[src/rtl/inert_spi_resp_pkg.sv]
// Shared definitions for the inertial sensor SPI responder: register map,
// identity value and the frame state machine encoding.
package inert_pkg;

  localparam logic [6:0] INT1_CTRL_ADDR = 7'h0D;
  localparam logic [6:0] WHO_AM_I_ADDR  = 7'h0F;
  localparam logic [6:0] CTRL1_XL_ADDR  = 7'h10;
  localparam logic [6:0] CTRL2_G_ADDR   = 7'h11;
  localparam logic [6:0] CTRL5_ADDR     = 7'h14;
  localparam logic [6:0] STATUS_ADDR    = 7'h1E;
  localparam logic [6:0] PTCH_L_ADDR    = 7'h22;
  localparam logic [6:0] PTCH_H_ADDR    = 7'h23;
  localparam logic [6:0] AZ_L_ADDR      = 7'h2C;
  localparam logic [6:0] AZ_H_ADDR      = 7'h2D;

  localparam logic [7:0] WHO_AM_I_DEFAULT = 8'h6A;

  typedef enum logic [1:0] {IDLE, SHIFT, LOAD, FIN} state_t;

endpackage

[src/rtl/inert_spi_resp_if.sv]
// SPI pin bundle between the master (inertial interface) and the sensor responder.
interface inert_spi_resp_if;
  logic SS_n;
  logic SCLK;
  logic MOSI;
  logic MISO;

  modport master (output SS_n, output SCLK, output MOSI, input MISO);
  modport slave  (input SS_n, input SCLK, input MOSI, output MISO);
endinterface

[src/rtl/inert_spi_resp_shft.sv]
// SPI front end: pin synchronizers, SCLK edge detect, 16-bit rx/tx shifters,
// bit counter and the IDLE/SHIFT/LOAD/FIN frame state machine.
module spi_resp_shft
  import inert_pkg::*;
(
  input  logic        clk,
  input  logic        rst,
  input  logic        ss_n,
  input  logic        sclk,
  input  logic        mosi,
  input  logic [7:0]  rd_byte,  // register contents at rd_addr, used in LOAD
  output logic        miso,
  output logic [6:0]  rd_addr,
  output logic [15:0] frame,
  output logic        commit,   // one-cycle pulse for a complete 16-bit frame
  output logic        idle
);

  logic [2:0]  ss_sync;
  logic [2:0]  sclk_sync;
  logic [1:0]  mosi_sync;
  state_t      state;
  logic [15:0] shft_rx;
  logic [15:0] shft_tx;
  logic [4:0]  bit_cnt;

  // Two sync flops per pin; the third SS_n/SCLK flop only feeds edge detection.
  always_ff @(posedge clk) begin
    if (rst) begin
      ss_sync   <= 3'b111;
      sclk_sync <= 3'b111;
      mosi_sync <= 2'b00;
    end else begin
      ss_sync   <= {ss_sync[1:0], ss_n};
      sclk_sync <= {sclk_sync[1:0], sclk};
      mosi_sync <= {mosi_sync[0], mosi};
    end
  end

  logic ss_fall, ss_hi, sclk_rise, sclk_fall;
  assign ss_fall   = ss_sync[2] & ~ss_sync[1];
  assign ss_hi     = ss_sync[1];
  assign sclk_rise = sclk_sync[1] & ~sclk_sync[2];
  assign sclk_fall = ~sclk_sync[1] & sclk_sync[2];

  // Frame state machine with registered MISO and shift registers.
  always_ff @(posedge clk) begin
    if (rst) begin
      state   <= IDLE;
      shft_rx <= 16'h0000;
      shft_tx <= 16'h0000;
      bit_cnt <= 5'd0;
      miso    <= 1'b0;
    end else begin
      case (state)
        IDLE: begin
          miso    <= 1'b0;
          bit_cnt <= 5'd0;
          shft_rx <= 16'h0000;
          shft_tx <= 16'h0000;
          if (ss_fall) state <= SHIFT;
        end
        SHIFT: begin
          if (ss_hi) begin
            state <= FIN;
          end else begin
            if (sclk_rise) begin
              shft_rx <= {shft_rx[14:0], mosi_sync[1]};
              if (bit_cnt != 5'd31) bit_cnt <= bit_cnt + 5'd1;
              // 8th bit arriving with R/W already shifted to bit 6 -> read
              if (bit_cnt == 5'd7 && shft_rx[6]) state <= LOAD;
            end
            if (sclk_fall) begin
              miso    <= shft_tx[15];
              shft_tx <= {shft_tx[14:0], 1'b0};
            end
          end
        end
        LOAD: begin
          shft_tx[15:8] <= rd_byte;
          state         <= ss_hi ? FIN : SHIFT;
        end
        FIN:     state <= IDLE;
        default: state <= IDLE;
      endcase
    end
  end

  assign rd_addr = shft_rx[6:0];
  assign frame   = shft_rx;
  assign commit  = (state == FIN) && (bit_cnt == 5'd16);
  assign idle    = (state == IDLE);

endmodule

[src/rtl/inert_spi_resp.sv]
// Inertial sensor SPI responder: register file, sample timer and INT logic
// behind the spi_resp_shft front end.
// Optional: define INERT_STATUS_EN to add the read-only STATUS register at 0x1E
// with a data-ready mirror and a sticky overrun flag.
module inert_spi_resp
  import inert_pkg::*;
#(
  parameter int unsigned SMPL_PERIOD  = 4096,
  parameter logic [7:0]  WHO_AM_I_VAL = WHO_AM_I_DEFAULT
) (
  input  logic                   clk,
  input  logic                   rst,
  inert_spi_resp_if.slave        spi,
  output logic                   INT,
  input  logic [15:0]            ptch_rt_src,
  input  logic [15:0]            AZ_src,
  output logic [7:0]             frm_cnt
);

  localparam logic [15:0] SmplLast = 16'(SMPL_PERIOD - 1);

  logic        miso;
  logic [6:0]  rd_addr;
  logic [15:0] frame;
  logic        commit;
  logic        idle;
  logic [7:0]  rd_byte;

  spi_resp_shft u_shft (
    .clk     (clk),
    .rst     (rst),
    .ss_n    (spi.SS_n),
    .sclk    (spi.SCLK),
    .mosi    (spi.MOSI),
    .rd_byte (rd_byte),
    .miso    (miso),
    .rd_addr (rd_addr),
    .frame   (frame),
    .commit  (commit),
    .idle    (idle)
  );

  assign spi.MISO = miso;

  logic [7:0]  int1_ctrl, ctrl1_xl, ctrl2_g, ctrl5;
  logic [15:0] ptch_rt, az;
  logic [15:0] timer;
  logic        pending;
`ifdef INERT_STATUS_EN
  logic        ovr;
`endif

  logic       wr_commit, rd_commit, wrap, latch;
  logic [6:0] cmt_addr;
  logic [7:0] wdata;
  assign wr_commit = commit & ~frame[15];
  assign rd_commit = commit & frame[15];
  assign cmt_addr  = frame[14:8];
  assign wdata     = frame[7:0];
  assign wrap      = (ctrl2_g != 8'h00) && (timer == SmplLast);
  // Samples only land between frames so a multi-byte read stays coherent.
  assign latch     = (pending | wrap) & idle;

  // Read mux feeding the tx shifter during LOAD.
  always_comb begin
    rd_byte = 8'h00;
    case (rd_addr)
      INT1_CTRL_ADDR: rd_byte = int1_ctrl;
      WHO_AM_I_ADDR:  rd_byte = WHO_AM_I_VAL;
      CTRL1_XL_ADDR:  rd_byte = ctrl1_xl;
      CTRL2_G_ADDR:   rd_byte = ctrl2_g;
      CTRL5_ADDR:     rd_byte = ctrl5;
      PTCH_L_ADDR:    rd_byte = ptch_rt[7:0];
      PTCH_H_ADDR:    rd_byte = ptch_rt[15:8];
      AZ_L_ADDR:      rd_byte = az[7:0];
      AZ_H_ADDR:      rd_byte = az[15:8];
`ifdef INERT_STATUS_EN
      STATUS_ADDR:    rd_byte = {6'b000000, ovr, INT};
`endif
      default:        rd_byte = 8'h00;
    endcase
  end

  // Config register writes on committed write frames; RO/unmapped ignored.
  always_ff @(posedge clk) begin
    if (rst) begin
      int1_ctrl <= 8'h00;
      ctrl1_xl  <= 8'h00;
      ctrl2_g   <= 8'h00;
      ctrl5     <= 8'h00;
    end else if (wr_commit) begin
      case (cmt_addr)
        INT1_CTRL_ADDR: int1_ctrl <= wdata;
        CTRL1_XL_ADDR:  ctrl1_xl  <= wdata;
        CTRL2_G_ADDR:   ctrl2_g   <= wdata;
        CTRL5_ADDR:     ctrl5     <= wdata;
        default: ;
      endcase
    end
  end

  // Sample timer, pending flag and data register capture.
  always_ff @(posedge clk) begin
    if (rst) begin
      timer   <= 16'h0000;
      pending <= 1'b0;
      ptch_rt <= 16'h0000;
      az      <= 16'h0000;
    end else begin
      if (ctrl2_g == 8'h00) timer <= 16'h0000;
      else if (wrap)        timer <= 16'h0000;
      else                  timer <= timer + 16'h0001;
      if (latch)     pending <= 1'b0;
      else if (wrap) pending <= 1'b1;
      if (latch) begin
        ptch_rt <= ptch_rt_src;
        az      <= AZ_src;
      end
    end
  end

  // INT: set by a new sample, cleared by a committed pitch-low read or by
  // disabling the interrupt; setting wins.
  always_ff @(posedge clk) begin
    if (rst) begin
      INT <= 1'b0;
    end else if (latch && int1_ctrl[1]) begin
      INT <= 1'b1;
    end else if ((rd_commit && cmt_addr == PTCH_L_ADDR) ||
                 (wr_commit && cmt_addr == INT1_CTRL_ADDR && !wdata[1])) begin
      INT <= 1'b0;
    end
  end

`ifdef INERT_STATUS_EN
  // Overrun: a sample landed while the previous one was still unread.
  always_ff @(posedge clk) begin
    if (rst) begin
      ovr <= 1'b0;
    end else if (latch && INT) begin
      ovr <= 1'b1;
    end else if (rd_commit && cmt_addr == STATUS_ADDR) begin
      ovr <= 1'b0;
    end
  end
`endif

  // Completed-frame counter, wraps naturally at 8 bits.
  always_ff @(posedge clk) begin
    if (rst) begin
      frm_cnt <= 8'h00;
    end else if (commit) begin
      frm_cnt <= frm_cnt + 8'h01;
    end
  end

endmodule
[src/flat_wrapper.sv]
// flat-port wrapper written by rule: the top's interface ports become plain ports
module inert_spi_resp_flat import inert_pkg::*;
#(
  parameter int unsigned SMPL_PERIOD  = 4096,
  parameter logic [7:0]  WHO_AM_I_VAL = WHO_AM_I_DEFAULT
)
  (clk, rst, INT, ptch_rt_src, AZ_src, frm_cnt, spi_SS_n, spi_SCLK, spi_MOSI, spi_MISO);
  inert_spi_resp_if spi_i ();
  input  logic clk;
  input  logic rst;
  output logic INT;
  input  logic [15:0] ptch_rt_src;
  input  logic [15:0] AZ_src;
  output logic [7:0] frm_cnt;
  input wire logic [$bits(spi_i.SS_n)-1:0] spi_SS_n;
  input wire logic [$bits(spi_i.SCLK)-1:0] spi_SCLK;
  input wire logic [$bits(spi_i.MOSI)-1:0] spi_MOSI;
  output wire logic [$bits(spi_i.MISO)-1:0] spi_MISO;
  assign spi_i.SS_n = spi_SS_n;
  assign spi_i.SCLK = spi_SCLK;
  assign spi_i.MOSI = spi_MOSI;
  assign spi_MISO = spi_i.MISO;
  inert_spi_resp #(.SMPL_PERIOD(SMPL_PERIOD), .WHO_AM_I_VAL(WHO_AM_I_VAL)) u_core (.clk(clk), .rst(rst), .spi(spi_i), .INT(INT), .ptch_rt_src(ptch_rt_src), .AZ_src(AZ_src), .frm_cnt(frm_cnt));
endmodule
[config.mk]
export PLATFORM = sky130hd
export DESIGN_NAME = inert_spi_resp_flat
export DESIGN_NICKNAME = d
export VERILOG_FILES = /design/src/rtl/inert_spi_resp_pkg.sv /design/src/rtl/inert_spi_resp_if.sv /design/src/rtl/inert_spi_resp_shft.sv /design/src/rtl/inert_spi_resp.sv /design/src/flat_wrapper.sv
export SDC_FILE = /design/constraint.sdc
export NUM_CORES = 1
export LEC_CHECK = 0
export BUFFER_PORTS_ARGS = -buffer_cell sky130_fd_sc_hd__buf_2
export CELL_PAD_IN_SITES_DETAIL_PLACEMENT = 2
export CELL_PAD_IN_SITES_GLOBAL_PLACEMENT = 2
export CORE_MARGIN = 2
export CORE_UTILIZATION = 35
export CTS_BUF_LIST = sky130_fd_sc_hd__clkbuf_16
export CTS_CLUSTER_DIAMETER = 50
export DETAILED_ROUTE_END_ITERATION = 10
export PLACE_DENSITY_LB_ADDON = 0.1
export SLEW_MARGIN = 25
export SYNTH_ARGS = -nofsm -noshare
export SYNTH_HDL_FRONTEND = slang
export SYNTH_SLANG_ARGS = --single-unit
[constraint.sdc]
create_clock -name clk -period 6.7 [get_ports clk]
set_input_delay 0.335 -clock clk [delete_from_list [all_inputs] [get_ports clk]]
set_output_delay 0.335 -clock clk [all_outputs]
set_load 0.05 [all_outputs]
# [Word level (Yosys, flattened, before mapping)]
# Cells that the tools add are included.
[totals] output_inout_bits=10 inputBits=37 ff_bits=138
[classes] n_bitwise=11 n_eq_ne=28 add_sub_neg=3 n_reduce_logical=26 n_mux=23
[op_table] operator="$pmux 8 s9" count=1
[op_table] operator="$mux 16" count=4
[op_table] operator="$eq 7x5->1 const B" count=6
[op_table] operator="$eq 7x6->1 const B" count=5
[op_table] operator="$pmux 16 s2" count=1
[op_table] operator="$pmux 8 s3" count=1
[op_table] operator="$eq 7x4->1 const B" count=3
[op_table] operator="$add 16x1->16 const B" count=1
[op_table] operator="$eq 16x12->1 const B" count=1
[op_table] operator="$pmux 8 s2" count=1
[op_table] operator="$mux 5" count=3
[op_table] operator="$reduce_and 3->1" count=4
[op_table] operator="$mux 2" count=5
[op_table] operator="$ne 2x2->1 const B" count=5
[op_table] operator="$pmux 5 s2" count=1
[op_table] operator="$add 8x1->8 const B" count=1
[op_table] operator="$logic_not 8->1" count=1
[op_table] operator="$pmux 2 s4" count=1
[op_table] operator="$reduce_and 2->1" count=4
[op_table] operator="$reduce_bool 8->1" count=1
[op_table] operator="$logic_and 1x1->1" count=7
[op_table] operator="$and 1x1->1" count=6
[op_table] operator="$ne 3x3->1 const B" count=2
[op_table] operator="$add 5x1->5 const B" count=1
[op_table] operator="other kinds (17)" count=25

# [Logic depth before layout (Yosys ltp)]
# Gate-level depths: netlist (run 1).
[depth] ltp_word=8 ltp_mapped=9 ltp_nobuf=7

# [By module]
# From an unflattened synthesis (run 1), not the netlist that was laid out.
[hier_totals] cells_unflattened=656 area_unflattened_um2=6218.5
[modules_own_cells] mod="inert_spi_resp" n_inst=1 cells_each=474 area_each_um2=4456.8
[modules_own_cells] mod="spi_resp_shft" n_inst=1 cells_each=182 area_each_um2=1761.7

# [Worst setup path after synthesis (run 1)]
# No wires, ideal clock.
[synth_path] kind="reg-to-reg" start="register u_core.timer[0]" end="register u_core.az[0]" path_slack_ns=4.563 synth_period_minus_slack_ns=2.137 setup_time_ns=0.128 required_time_ns=6.572 stages_incl_launch_ff=8 arrival_ns=2.009 path_cell_list="dfxtp_1 ha_1 and3_1 nand4_1 o41ai_4 buf_4 mux2i_1 nor2_1"
[synth_via] elab_chain_len=4
[synth_rtl] element="start: declaration" line_no="inert_spi_resp.sv:47" text="logic [15:0] timer;"
[synth_rtl] element="start signal: assignment" line_no="inert_spi_resp.sv:112" text="else timer <= timer + 16'h0001;"
[synth_rtl] element="$eq 16x12->1" line_no="inert_spi_resp.sv:60" text="assign wrap = (ctrl2_g != 8'h00) && (timer == SmplLast);"
[synth_rtl] element="$logic_and 1x1->1" line_no="inert_spi_resp.sv:60"
[synth_rtl] element="$or 1x1->1" line_no="inert_spi_resp.sv:62" text="assign latch = (pending | wrap) & idle;"
[synth_rtl] element="$and 1x1->1" line_no="inert_spi_resp.sv:62"
[synth_rtl] element="end signal: assignment" line_no="inert_spi_resp.sv:117" text="az <= AZ_src;"
[synth_rtl] element="end: declaration" line_no="inert_spi_resp.sv:46" text="logic [15:0] ptch_rt, az;"
# No other way between the ends.
# A chain may end at the register's enable or synchronous reset.

# [Worst setup path after layout (run 1)]
[layout_path] start="register u_core.u_shft.shft_rx[2], in the netlist u_core.u_shft.frame[2]" end="register u_core.u_shft.shft_tx[13]"
[layout_via] elab_chain_len=3 word_cells_on_any_way=11 classes_between="9 x eq/ne; 2 x mux"
[layout_rtl] element="start: declaration" line_no="inert_spi_resp_shft.sv:23" text="logic [15:0] shft_rx;"
[layout_rtl] element="start signal: assignment" line_no="inert_spi_resp_shft.sv:68" text="shft_rx <= {shft_rx[14:0], mosi_sync[1]};"
[layout_rtl] element="$eq 7x6->1 (tied with other cells)" line_no="inert_spi_resp.sv:67" text="case (rd_addr)"
[layout_rtl] element="$pmux 8 s9 *" line_no="inert_spi_resp.sv:67"
[layout_rtl] element="$pmux 8 s3 *" line_no="inert_spi_resp_shft.sv:55" text="case (state)"
[layout_rtl] element="end signal: assignment" line_no="inert_spi_resp_shft.sv:75" text="shft_tx <= {shft_tx[14:0], 1'b0};"
[layout_rtl] element="end signal: assignment" line_no="inert_spi_resp_shft.sv:80" text="shft_tx[15:8] <= rd_byte;"
[layout_rtl] element="end: declaration" line_no="inert_spi_resp_shft.sv:24" text="logic [15:0] shft_tx;"
# Every way passes the cells marked *; elsewhere a longest branch is shown, timed or not.

==> impl.org, run 1 <==
** Outcome
- Run status :: completed

** Power
- The worst-case IR drop observed on VDD is 0.000174 V.
- Sw Share :: 26.0%
- Power dissipated by switching net loads :: 484 µW
- Leakage :: 2.38 nW
- Cell internal power was estimated by the tool at 1.38 mW.
- For this design the ratio of total power to cell area is 270 mW/mm².
- Clk pwr share :: 48.2%
- Per report_power, the sequential group accounts for 42.5% of the total.
- Combinational logic burns 9.3% of the power.

** Floorplanning
- The floorplan has 47 rows.
- The initial utilization of the core area, before any placement, comes to 35.7%.
- The total area inside the core boundary comes to 0.0165 mm².
- Measured along the x axis, the die boundary spans 134 µm.
- The floorplan step set the die height to 134 µm.
- The die covers 0.0179 mm².
- During I/O placement, the number of pins put on the boundary was 47.

** Drt
- For this block, the initial DRC count from the detailed router was 271.
- Via total after detailed routing :: 4899
- Pre-Repair DR Iteration Count :: 5
- Total wire length :: 17.8 mm
- Dividing the detail-routed via count by the number of cells gives 5.38.
- Drc violations :: 0
- DR WL/cell :: 19.5 µm
- Number of nets with antenna violations after detailed routing :: 0

** Yosys
- Cell area after synthesis :: 0.00590 mm²
- For this run, asynchronously set or reset flops after synthesis account for 0%.
- Synth unique cells :: 62
- Net Count, Synth :: 696
- For this run, the number of Yosys warnings is 0.
- Synthesized flop and latch total :: 130
- In this run the mean area of a mapped cell was 9.09 µm².
- Yosys mapped a number of flops with a built-in enable equal to 0.
- Register area share after synthesis :: 44.1%
- Flip-flop cell with the highest count after synthesis :: dfxtp_1
- Counting every instance in the synthesized netlist gives 649.

** Critical path
- The worst setup path is launched from a flip-flop.
- Required @ worst endpoint :: 6.97 ns
- Data arrival time at the worst-slack endpoint :: 2.96 ns
- Along the worst path, the maximum fanout reaches 16.
- The worst register-to-register path begins at u_core.u_shft.frame[2].
- The worst setup path is of the reg -> reg kind.
- STA classifies the critical path endpoint as a flip-flop.
- Worst Setup SP :: u_core.u_shft.frame[2]

** GRT
- The initial antenna violation count is 0.
- The number of global-route vias before repair came to 5282.
- Summed over all layers, the global routing overflow is 0.
- Largest net degree at the start of global routing :: 86
- Wire length of the first global-routing pass :: 29.2 mm
- For this run, the total global-route usage over all layers was measured as 20.9%.

** Clock network
- Maximum level of the CTS H-tree :: 4
- Number of gates given a new drive strength after cts :: 0
- For the worst-skew pair, the clock arrives at the later sink with an insertion delay of 0.42 ns.
- For this design, the sink count on the clock tree is 130.
- Total of hold buffers inserted after clock tree synthesis :: 0
- Clock-pin slew was measured on the worst setup and hold paths at 0.06 ns.
- Maximum root-to-sink buffer count :: 2
- After clock tree synthesis, the setup repair step added 0 buffers.
- TritonCTS built the clock tree.
- Clock tree synthesis selected as its root buffer the cell clkbuf_16.
- In this run, CTS created clock tree buffers numbering 17.

** Cells and area
- Layout overhead on the synthesized area :: 16.8%
- Final Net Count :: 725
- In the final layout, flip-flops and latches occupy 0.00260 mm².
- ANT cells :: 0
- # fillers :: 1835
- The finished cells cover 0.00689 mm².
- The post-route netlist has 15.8% of its cells at a drive strength greater than 1.
- Multi-input gate area in the final layout :: 0.00310 mm²

** Placement
- Routability-driven placement finished with a final weighted congestion of 0.877.
- Prior to clock tree synthesis, the placed netlist has a worst setup slack of 3.87 ns.
- After detailed placement, the total cell area comes to 0.00631 mm².
- Port buffering added 46 buffers.
- Post-detailed-placement half-perimeter wirelength :: 12.4 mm

** STA
- Achievable Freq :: 0.371 GHz
- Final worst-path setup slack :: 4.01 ns
- Final Hold Violating Endpoints :: 0
- Final Max Slew Viols :: 0
- Skew final :: 0.00630 ns
- Setup total negative slack :: 0 ns
- For the pin with the worst max-slew slack, the measured transition is 1.02 ns.
- Setup violations remaining at the end of the flow were counted as 0.
- In this run the tightest slew margin relative to its limit is 31.5%.
- The clock period could shrink to 2.69 ns.
- Final Cycle Share :: 40.2%
- Setup repair after global routing left no endpoint under its margin.

** Worst hold path
- The path class of the tightest hold or removal check is in -> reg.
- The startpoint identified for the worst hold timing path is spi_SS_n.

** Run
- The tool flagged a number of max-cap violations equal to 0.
final timing paths:
check                                    end  slack, ns  cells past startpoint
setup / recovery   u_core.u_shft.shft_tx[13]       4.01                      5
hold reg to reg   u_core.u_shft.sclk_sync[1]       0.42                      1
hold / removal      u_core.u_shft.ss_sync[0]       0.11                      2
setup reg to reg   u_core.u_shft.shft_tx[13]       4.01                      5
cell usage after synthesis, drive strengths merged, types with 3 or more instances:
library cell | instances | area, µm²
a221o | 3 | 30.0
a31o | 3 | 26.3
inv | 12 | 45.0
a21o | 4 | 30.0
nor3 | 8 | 40.0
nor4 | 7 | 88.8
o22ai | 5 | 31.3
nand4b | 3 | 26.3
nand3 | 33 | 165
xor2 | 9 | 78.8
and3 | 10 | 62.6
o21ai | 6 | 30.0
a22oi | 22 | 165
a211oi | 5 | 37.5
ha | 10 | 125
buf | 9 | 48.8
mux2i | 66 | 661
nor2 | 123 | 462
dfxtp | 130 | 2600
nor4bb | 3 | 30.0
clkbuf | 35 | 131
a21oi | 21 | 105
a32o | 6 | 60.1
or3 | 6 | 37.5
nand2 | 24 | 90.1
xnor2 | 13 | 114
or2 | 7 | 43.8
nand2b | 3 | 18.8
nand4 | 15 | 100
nor3b | 5 | 37.5
a221oi | 3 | 26.3
mux2 | 4 | 45.0
nor2b | 6 | 37.5
registers in the layout, summed over array words and instances (netlist names), 16 cells and up:
register,flops
u_core.az,16
u_core.ptch_rt,16
u_core.timer,16
u_core.u_shft.frame,16
cell type report:
class                           instances  share of cell area, %
Timing Repair Buffer                   54                   4.25
Inverter                               13                  0.708
Sequential cell                       130                   37.8
Clock buffer                           17                   6.18
Tap cell                              220                   4.00
Clock inverter                         15                   2.07
Multi-Input combinational cell        462                   45.0
kinds of logic after synthesis:
family	synth area share, %
adders and majority gates	2.12
xor gates and xnor gates	3.27
AOI/OAI and AO/OA	11.8
DFF	44.1
and+or+nand+nor	22.9
buffers and inverters	3.88
muxes	12.0
layer usage:
metal  part of all wire, %  wire [µm]  global-route usage, %
met1                    44       7830                   25.9
met2                    51       9120                   36.3
met3                   3.0        539                   4.42
met4                   1.8        318                   6.86
met5                     0          0                      0
per-stage QoR:
step           power, mW  cells  hold WS (ns)  utilization (%)
6_report            1.86    911         0.107             41.7
2_1_floorplan      0.921    649         0.389                -
3_5_place_dp       0.981    879         0.400             38.2
4_1_cts             1.89    911        0.0865             41.6
3_3_place_gp       0.973    879         0.401             38.1
5_1_grt             1.95    911         0.101             41.7
critical path: stages (launching register included):
cell and delay, ns:
dfxtp_1 0.74, nor2_1 0.43, and3_1 0.30, a211o_1 0.26, a222oi_1 0.64, o22ai_1 0.17
placed cells by master (no fill, tap or decap), types with 3 or more instances in the layout:
master,n
dfxtp_1,130
nor2_1,123
mux2i_1,66
buf_2,45
nand3_1,33
nand2_1,24
a22oi_1,22
a21oi_1,21
clkbuf_16,17
nand4_1,14
xnor2_1,13
inv_1,12
and3_1,10
ha_1,10
xor2_1,9
buf_4,9
nor3_1,8
or2_2,7
or3_1,6
nor2b_1,6
a32o_1,6
o21ai_0,5
o22ai_1,5
a211oi_1,5
clkinvlp_4,5
nor4_4,4
a21o_1,4
nor3b_1,4
mux2_2,4
clkinv_2,4
nand2b_1,3
nand4b_1,3
a31o_2,3
clkinv_1,3
a221o_1,3
a221oi_1,3
nor4_1,3
power by group through the flow:
stage	logic, mW	registers, mW	clock network, mW
finish	0.173	0.790	0.897
global route	0.195	0.791	0.966
CTS	0.176	0.790	0.928
detailed placement	0.175	0.807	0
global placement	0.167	0.806	0
floorplan	0.117	0.804	0
Note: power is estimated with default switching activity, not from simulation.
==> inputs of run 2 (changes only) <==
==> constraint.sdc (replaced) <==
create_clock -name clk -period 2.6 [get_ports clk]
set_input_delay 0.13 -clock clk [delete_from_list [all_inputs] [get_ports clk]]
set_output_delay 0.13 -clock clk [all_outputs]
set_load 0.05 [all_outputs]
==> run 2 against run 1 <==
Hold slack worse by 0.092 ns. Critical path depth increased by 2. First-iteration DRC count rose by 24%. Setup slack worse by 3.8 ns. Cell count grew 5.9%. Routed wire length rose by 7.1%. Utilization is 3.0 points higher. Fmax increased by 11%. Clock power grew to 2.6 times the previous value. Die area unchanged. Highest routed layer unchanged.
==> impl.org, run 2 (same netlist as run 1, synthesis figures left out) <==
** Drt
- The number of iterations in the first detailed-routing pass came to 4 (-1).
- Drc violations :: 0 (unchanged)
- Violation count after the first detailed-routing iteration :: 337 (+24%)
- Via total after detailed routing :: 5162 (+5.4%)
- Vias/cell :: 5.35 (-0.53%)
- DR WL/cell :: 19.8 µm (+1.1%)
- The overall routed net length came to 19.1 mm (+7.1%).
- The remaining number of nets flagged by the antenna check after routing is 0 (unchanged).

** Critical path
- Critical R2R Launch :: u_core.timer[0]
- Critical-path cell with the highest stage delay :: o41ai_4
- The signal on the critical path passes through ha_1 -> and3_1 -> nand4_1 -> o41ai_4 -> buf_12 -> mux2i_1 -> nor2_1.
- The arrival time of the worst setup path is 2.70 ns (-0.26 ns).
- The worst-case register-to-register setup slack is 0.18 ns (-3.83 ns).
- The maximum single-stage delay on the critical path is 0.47 ns (-0.27 ns).
- Type of origin of the critical path :: flip-flop
- STA classifies the critical path endpoint as a flip-flop.
- Number of cell instances on the worst register-to-register path :: 7 (+2)
- The critical path data required time came to 2.87 ns (-4.10 ns).
- The endpoint identified for the worst register-to-register timing path is u_core.ptch_rt[4].
- The worst setup path is of the reg -> reg kind.
- Critical Path Fanout Max :: 33 (+17)

** Worst hold path
- Worst Hold Endpoint :: u_core.ptch_rt[9]
- In this run the worst hold path is classified as in -> reg.
- In this run the most critical hold path is launched from ptch_rt_src[9].
- Worst hold stages :: 3 (+1)

** Cells and area
- Compared with the post-synthesis result, the final layout area differs by 25.2%.
- The utilization of the core after routing came to 44.7% (+3.0 points).
- Layout Cell Area excl Fill :: 0.00738 mm² (+7.2%)
- The number of nets in the finished design was 779 (+7.4%).
- The number of diodes was 0 (unchanged).
- Most common library cell in the layout ignoring fill and taps :: dfxtp_1
- In the layout the commonest cells are dfxtp_1 (130), nor2_1 (123), mux2i_1 (66).
- Fraction of final layout cells with drive strength greater than 1 :: 17.2% (+1.4 points)

** Floorplanning
- The core outline area was 0.0165 mm² (unchanged).
- Cell Rows :: 47 (unchanged)
- The die height is 134 µm (unchanged).
- The boundary pin count was 47 (unchanged).
- Die area :: 0.0179 mm² (unchanged)
- The initial core utilization is 35.7% (unchanged).
- Chip Width :: 134 µm (unchanged)

** Power
- The worst ir drop on vdd came to 0.000484 V (+180%).
- The leakage power total was 2.63 nW (+10%).
- Total chip power :: 4.85 mW (+160%)
- The power density normalized to cell area was 657 mW/mm² (+140%).

** Clock network
- The depth of the CTS H-tree was 4 (unchanged).
- Clock tree from TritonCTS :: done
- CTS clk-pin slew, worst paths :: 0.06 ns (about the same)
- Clk_lat worst skew :: 0.42 ns (about the same)
- Number of sinks on the clock net :: 130 (unchanged)
- Number of buffers inserted during clock tree synthesis :: 17 (unchanged)
- The maximum clock insertion buffer count came to 2 (unchanged).
- Master cell of the clock root buffer :: clkbuf_16

** STA
- The final hold violation count came to 0 (unchanged).
- Achievable Freq :: 0.413 GHz (+11%)
- Count of final setup violators :: 0 (unchanged)
- Setup repair after global routing left no endpoint under its margin.
- Slew of the pin with the lowest slew margin :: 0.729 ns (-0.294 ns)
- The worst slew margin relative to its limit was 51.4% (+20 points).
- The fraction of the cycle the final worst path needs is 93.1% (+53 points).
- The minimum clock period is 2.42 ns (-0.273 ns).
- The total negative slack was 0 ns (unchanged).
- Skew final :: 0.0113 ns (+0.00500 ns)
- Final Max Slew Viols :: 0 (unchanged)

** Run
- Number of max-capacitance violations reported :: 0 (unchanged)

** Placement
- The total half-perimeter wirelength after legalization and detailed placement was 12.7 mm (+2.7%).
- The number of I/O port buffers was 46 (unchanged).
- The final weighted congestion of routability-driven global placement is 0.847 (-3.4%).
- The cell area after placement was 0.00648 mm² (+2.8%).

** GRT
- Number of global-route vias before repair :: 5534 (+4.8%)
- The wire length of the first global-routing pass is 30.8 mm (+5.5%).
- Total overflow reported by the global router :: 0 (unchanged)
- Initial antenna violation count :: 0 (unchanged)
- Largest net degree at the start of global routing :: 69 (-20%)
- Global routing usage summed across all routing layers :: 22.1% (+1.2 points)

** Outcome
- Run status :: completed
## run 2: worst max-delay path by stage
| stage | start | endpoint | cells past startpoint |
|---|---|---|---|
| after floorplan | u_core.timer[0] | u_core.az[0] | 7 |
| after global placement | u_core.timer[0] | u_core.ptch_rt[1] | 7 |
| after detailed placement | u_core.timer[0] | u_core.ptch_rt[12] | 7 |
| after CTS | u_core.timer[0] | u_core.ptch_rt[9] | 7 |
| after global routing | u_core.timer[0] | u_core.ptch_rt[9] | 7 |
| final | u_core.timer[0] | u_core.ptch_rt[4] | 7 |
## run 2: area by class of cell
| class | count | area [µm²] |
|---|---|---|
| repair buffers | 108 | 806 |
| clock inverters | 15 | 145 |
| flip-flops and latches | 130 | 2600 |
| multi-input cells | 462 | 3080 |
| well taps | 220 | 275 |
| fillers | 1793 | 9140 |
| clock buffers | 17 | 425 |
| inverters | 13 | 48.8 |
## run 2: worst max-delay path, delay by kind of cell (launching register included)
kind / cells / cell delay (ns)
AO/OA/AOI/OAI: 1 / 0.47
buffers and inverters: 1 / 0.29
AND/OR/NAND/NOR: 3 / 0.63
flip-flops: 1 / 0.38
multiplexers: 1 / 0.27
adder cells (fa/ha/maj): 1 / 0.20
## run 2: routing by layer
metal	up-vias	part of all wire (%)	global-route usage (%)
met5	-	0	0
li1	2480	-	-
met3	17	3.2	4.54
met1	2605	43	27.4
met4	0	1.5	5.79
met2	60	52	39.1
## run 2: repair_timing
action                    4_1_cts  5_1_grt
gates resized for setup         0        0
hold buffers                   33        0
setup buffers                   0        0
hold endpoints to repair       33        0
## run 2: stage by stage
step                hold slack [ns]  instances  setup WS [ns]
CTS                         0.00147        965          0.191
global placement              0.315        900          0.355
global route                 0.0334        965         0.0207
floorplan                     0.234        649          0.463
detailed placement            0.330        900          0.277
finish                       0.0150        965          0.179
## run 2: power by group
part           internal [mW]  switching (mW)  total (mW)
Sequential              2.01          0.0238        2.04
Clock                   1.40           0.925        2.32
Combinational          0.175           0.315       0.490
Total                   3.59            1.26        4.85
==> inputs of run 3 (changes only) <==
--- a/config.mk
+++ b/config.mk
@@ -9,7 +9,7 @@
 export CELL_PAD_IN_SITES_DETAIL_PLACEMENT = 2
 export CELL_PAD_IN_SITES_GLOBAL_PLACEMENT = 2
 export CORE_MARGIN = 2
-export CORE_UTILIZATION = 35
+export CORE_UTILIZATION = 37
 export CTS_BUF_LIST = sky130_fd_sc_hd__clkbuf_16
 export CTS_CLUSTER_DIAMETER = 50
 export DETAILED_ROUTE_END_ITERATION = 10
==> run 3 against run 2 <==
Cell count down 0.31%. Hold slack better by 0.0089 ns. Combinational power increased by 2%. Critical path type unchanged.
==> impl.org, run 3 (same netlist as run 1, synthesis figures left out) <==
** Floorplanning
- The boundary pin count is 47 (unchanged).
- The die extent in x was 130 µm (-2.7%).
- Core region area :: 0.0157 mm² (-4.9%)
- Die Height :: 130 µm (-2.7%)
- The floorplan die area is 0.0170 mm² (-5.2%).
- Cell Rows :: 46 (-2.1%)
- Starting density of the core :: 37.5% (+1.8 points)

** Drt
- The overall routed net length was 19.5 mm (+2.4%).
- The total number of vias was 5229 (+1.3%).
- Highest layer used for signal routing :: met4
- The number of DRC markers in iteration 0 is 272 (-19%).
- The number of vias per cell after detailed routing came to 5.44 (+1.6%).
- DR WL/cell :: 20.3 µm (+2.7%)
- The remaining number of nets flagged by the antenna check after routing is 0 (unchanged).
- The routed wire length on met2 came to 10.2 mm (+2.9%).
- Met3 Wirelength :: 615 µm (+1.8%)
- The routed length on met1 was 8.40 mm (+1.4%).
- Pre-Repair DR Iteration Count :: 4 (unchanged)
- The count of unresolved DRC violations after routing was 0 (unchanged).

** Power
- The leakage power total is 2.68 nW (+1.9%).
- The internal power of the cells was 3.88 mW (+8.2%).
- Max rail drop VDD :: 0.000499 V (+3.1%)
- Areal power density over the cells :: 693 mW/mm² (+5.6%)
- Part of the total power dissipated in sequential elements :: 39.4% (-2.6 points)
- The net switching component of the power was 1.29 mW (+2.1%).
- Sw Share :: 25.0% (-1.1 points)
- Clk pwr share :: 51.0% (+3.1 points)
- The overall power after layout is 5.17 mW (+6.6%).
- Gate power share :: 9.7% (-0.4 points)

** GRT
- The initial antenna violation count was 0 (unchanged).
- The maximum number of pins on one net before global-route repair is 68 (-1.4%).
- The wire length of the first global-routing pass came to 31.0 mm (+0.85%).
- The overall fraction of global-route tracks in use is 24.0% (+1.9 points).
- The number of global-route vias before repair is 5659 (+2.3%).
- Total overflow reported by the global router :: 0 (unchanged)

** STA
- Setup repair after global routing left no endpoint under its margin.
- The slew at the pin closest to its max-slew limit came to 0.700 ns (-0.0293 ns).
- Skew final :: 0.00745 ns (-0.00386 ns)
- Headroom to the max-slew limit :: 53.3% (+2.0 points)
- The total negative slack was 0 ns (unchanged).
- The maximum achievable frequency came to 0.414 GHz (+0.16%).
- Final Hold Violating Endpoints :: 0 (unchanged)
- The fraction of the cycle the final worst path needs was 93.0% (-0.15 points).
- Crit path time final :: 2.42 ns (-0.00381 ns)
- Count of final setup violators :: 0 (unchanged)
- Final Max Slew Viols :: 0 (unchanged)

** Clock network
- The clock edge transition at the registers on the reported setup and hold paths was 0.06 ns (about the same).
- Total of hold buffers inserted after clock tree synthesis :: 33 (unchanged)
- Number of buffers inserted during clock tree synthesis :: 17 (unchanged)
- Maximum root-to-sink buffer count :: 2 (unchanged)
- The number of gates resized after cts came to 0 (unchanged).
- TritonCTS built the clock tree.
- The number of buffers added for setup after CTS came to 0 (unchanged).
- Maximum level of the CTS H-tree :: 4 (unchanged)
- The root buffer cell chosen for the clock tree is clkbuf_16.
- Number of sinks on the clock net :: 130 (unchanged)
- The source-to-sink clock delay at the later pin of the worst-skew pair is 0.43 ns (about the same).

** Critical path
- Nature of the critical path endpoint :: flip-flop
- The startpoint identified for the worst register-to-register timing path is u_core.timer[0].
- Type of origin of the critical path :: flip-flop
- The critical path data required time came to 2.89 ns (+0.02 ns).
- Data arrival time at the worst-slack endpoint :: 2.70 ns (about the same)
- The critical path starts at u_core.timer[0].
- The worst setup path is of the reg -> reg kind.
- The largest fanout on the critical path came to 33 (unchanged).

** Outcome
- The run finished with clean final reports.

** Cells and area
- The area taken by flip-flops and latches was 0.00260 mm² (unchanged).
- The fraction of layout cells with a size suffix above 1 is 17.2% (-0.023 points).
- Multi-input gate area in the final layout :: 0.00308 mm² (unchanged)
- The library cell used most frequently in the layout, excluding fill and tap cells, is dfxtp_1.
- Final Net Count :: 780 (+0.13%)
- The utilization of the core after routing is 47.5% (+2.8 points).
- The number of diodes was 0 (unchanged).
- In the layout the commonest cells are dfxtp_1 (130), nor2_1 (123), mux2i_1 (66).
- # fillers :: 1689 (-5.8%)
- From synthesis to final layout, the design area changed by 26.4%.

** Placement
- Routability cong. :: 0.825 (-2.6%)
- Post-detailed-placement half-perimeter wirelength :: 12.8 mm (+0.89%)
- Number of input and output port buffers inserted :: 46 (unchanged)

** Worst hold path
- Worst min-delay path startpoint :: AZ_src[14]
- Type of the most critical hold path :: in -> reg

** Run
- The total of max-cap violations came to 0 (unchanged).
run 3: worst max-delay path, cell delays in order, from the launching register on:
cell     delay [ns]
dfxtp_1        0.37
ha_1           0.20
and3_1         0.24
nand4_1        0.30
o41ai_4        0.47
buf_12         0.29
mux2i_1        0.29
nor2_1         0.10
run 3: through the flow:
stage	setup slack [ns]	cells	cell area (µm²)	hold slack, ns
finish	0.183	962	7460	0.0240
floorplan	0.463	649	5900	0.234
global placement	0.369	897	6480	0.316
CTS	0.221	962	7460	0.0275
global route	0.0980	962	7460	0.0385
detailed placement	0.257	897	6480	0.318
run 3: final timing paths:
path	cells after the start	to	slack [ns]
worst max-delay path	7	u_core.ptch_rt[2]	0.18
worst min-delay path	3	u_core.az[14]	0.02
worst max register to register	7	u_core.ptch_rt[2]	0.18
worst min register to register	1	u_core.u_shft.sclk_sync[1]	0.42
run 3: per-layer routing:
layer | GRT usage [%] | vias to the layer above
li1 | - | 2478
met1 | 28.5 | 2650
met2 | 43.6 | 81
met3 | 5.49 | 20
met4 | 6.39 | 0
met5 | 0 | -
run 3: power by group through the flow:
stage               combinational (mW)  sequential [mW]  clock [mW]
floorplan                        0.301             2.07           0
global placement                 0.430             2.08           0
detailed placement               0.460             2.08           0
CTS                              0.503             2.04        2.67
global route                     0.547             2.04        2.77
finish                           0.499             2.04        2.63
run 3: final cells by class:
type / count / area share [%]
Multi-Input combinational cell: 462 / 41.3
Sequential cell: 130 / 34.9
Timing Repair Buffer: 109 / 10.9
Clock buffer: 17 / 5.70
Tap cell: 216 / 3.62
Clock inverter: 15 / 2.90
Inverter: 13 / 0.654
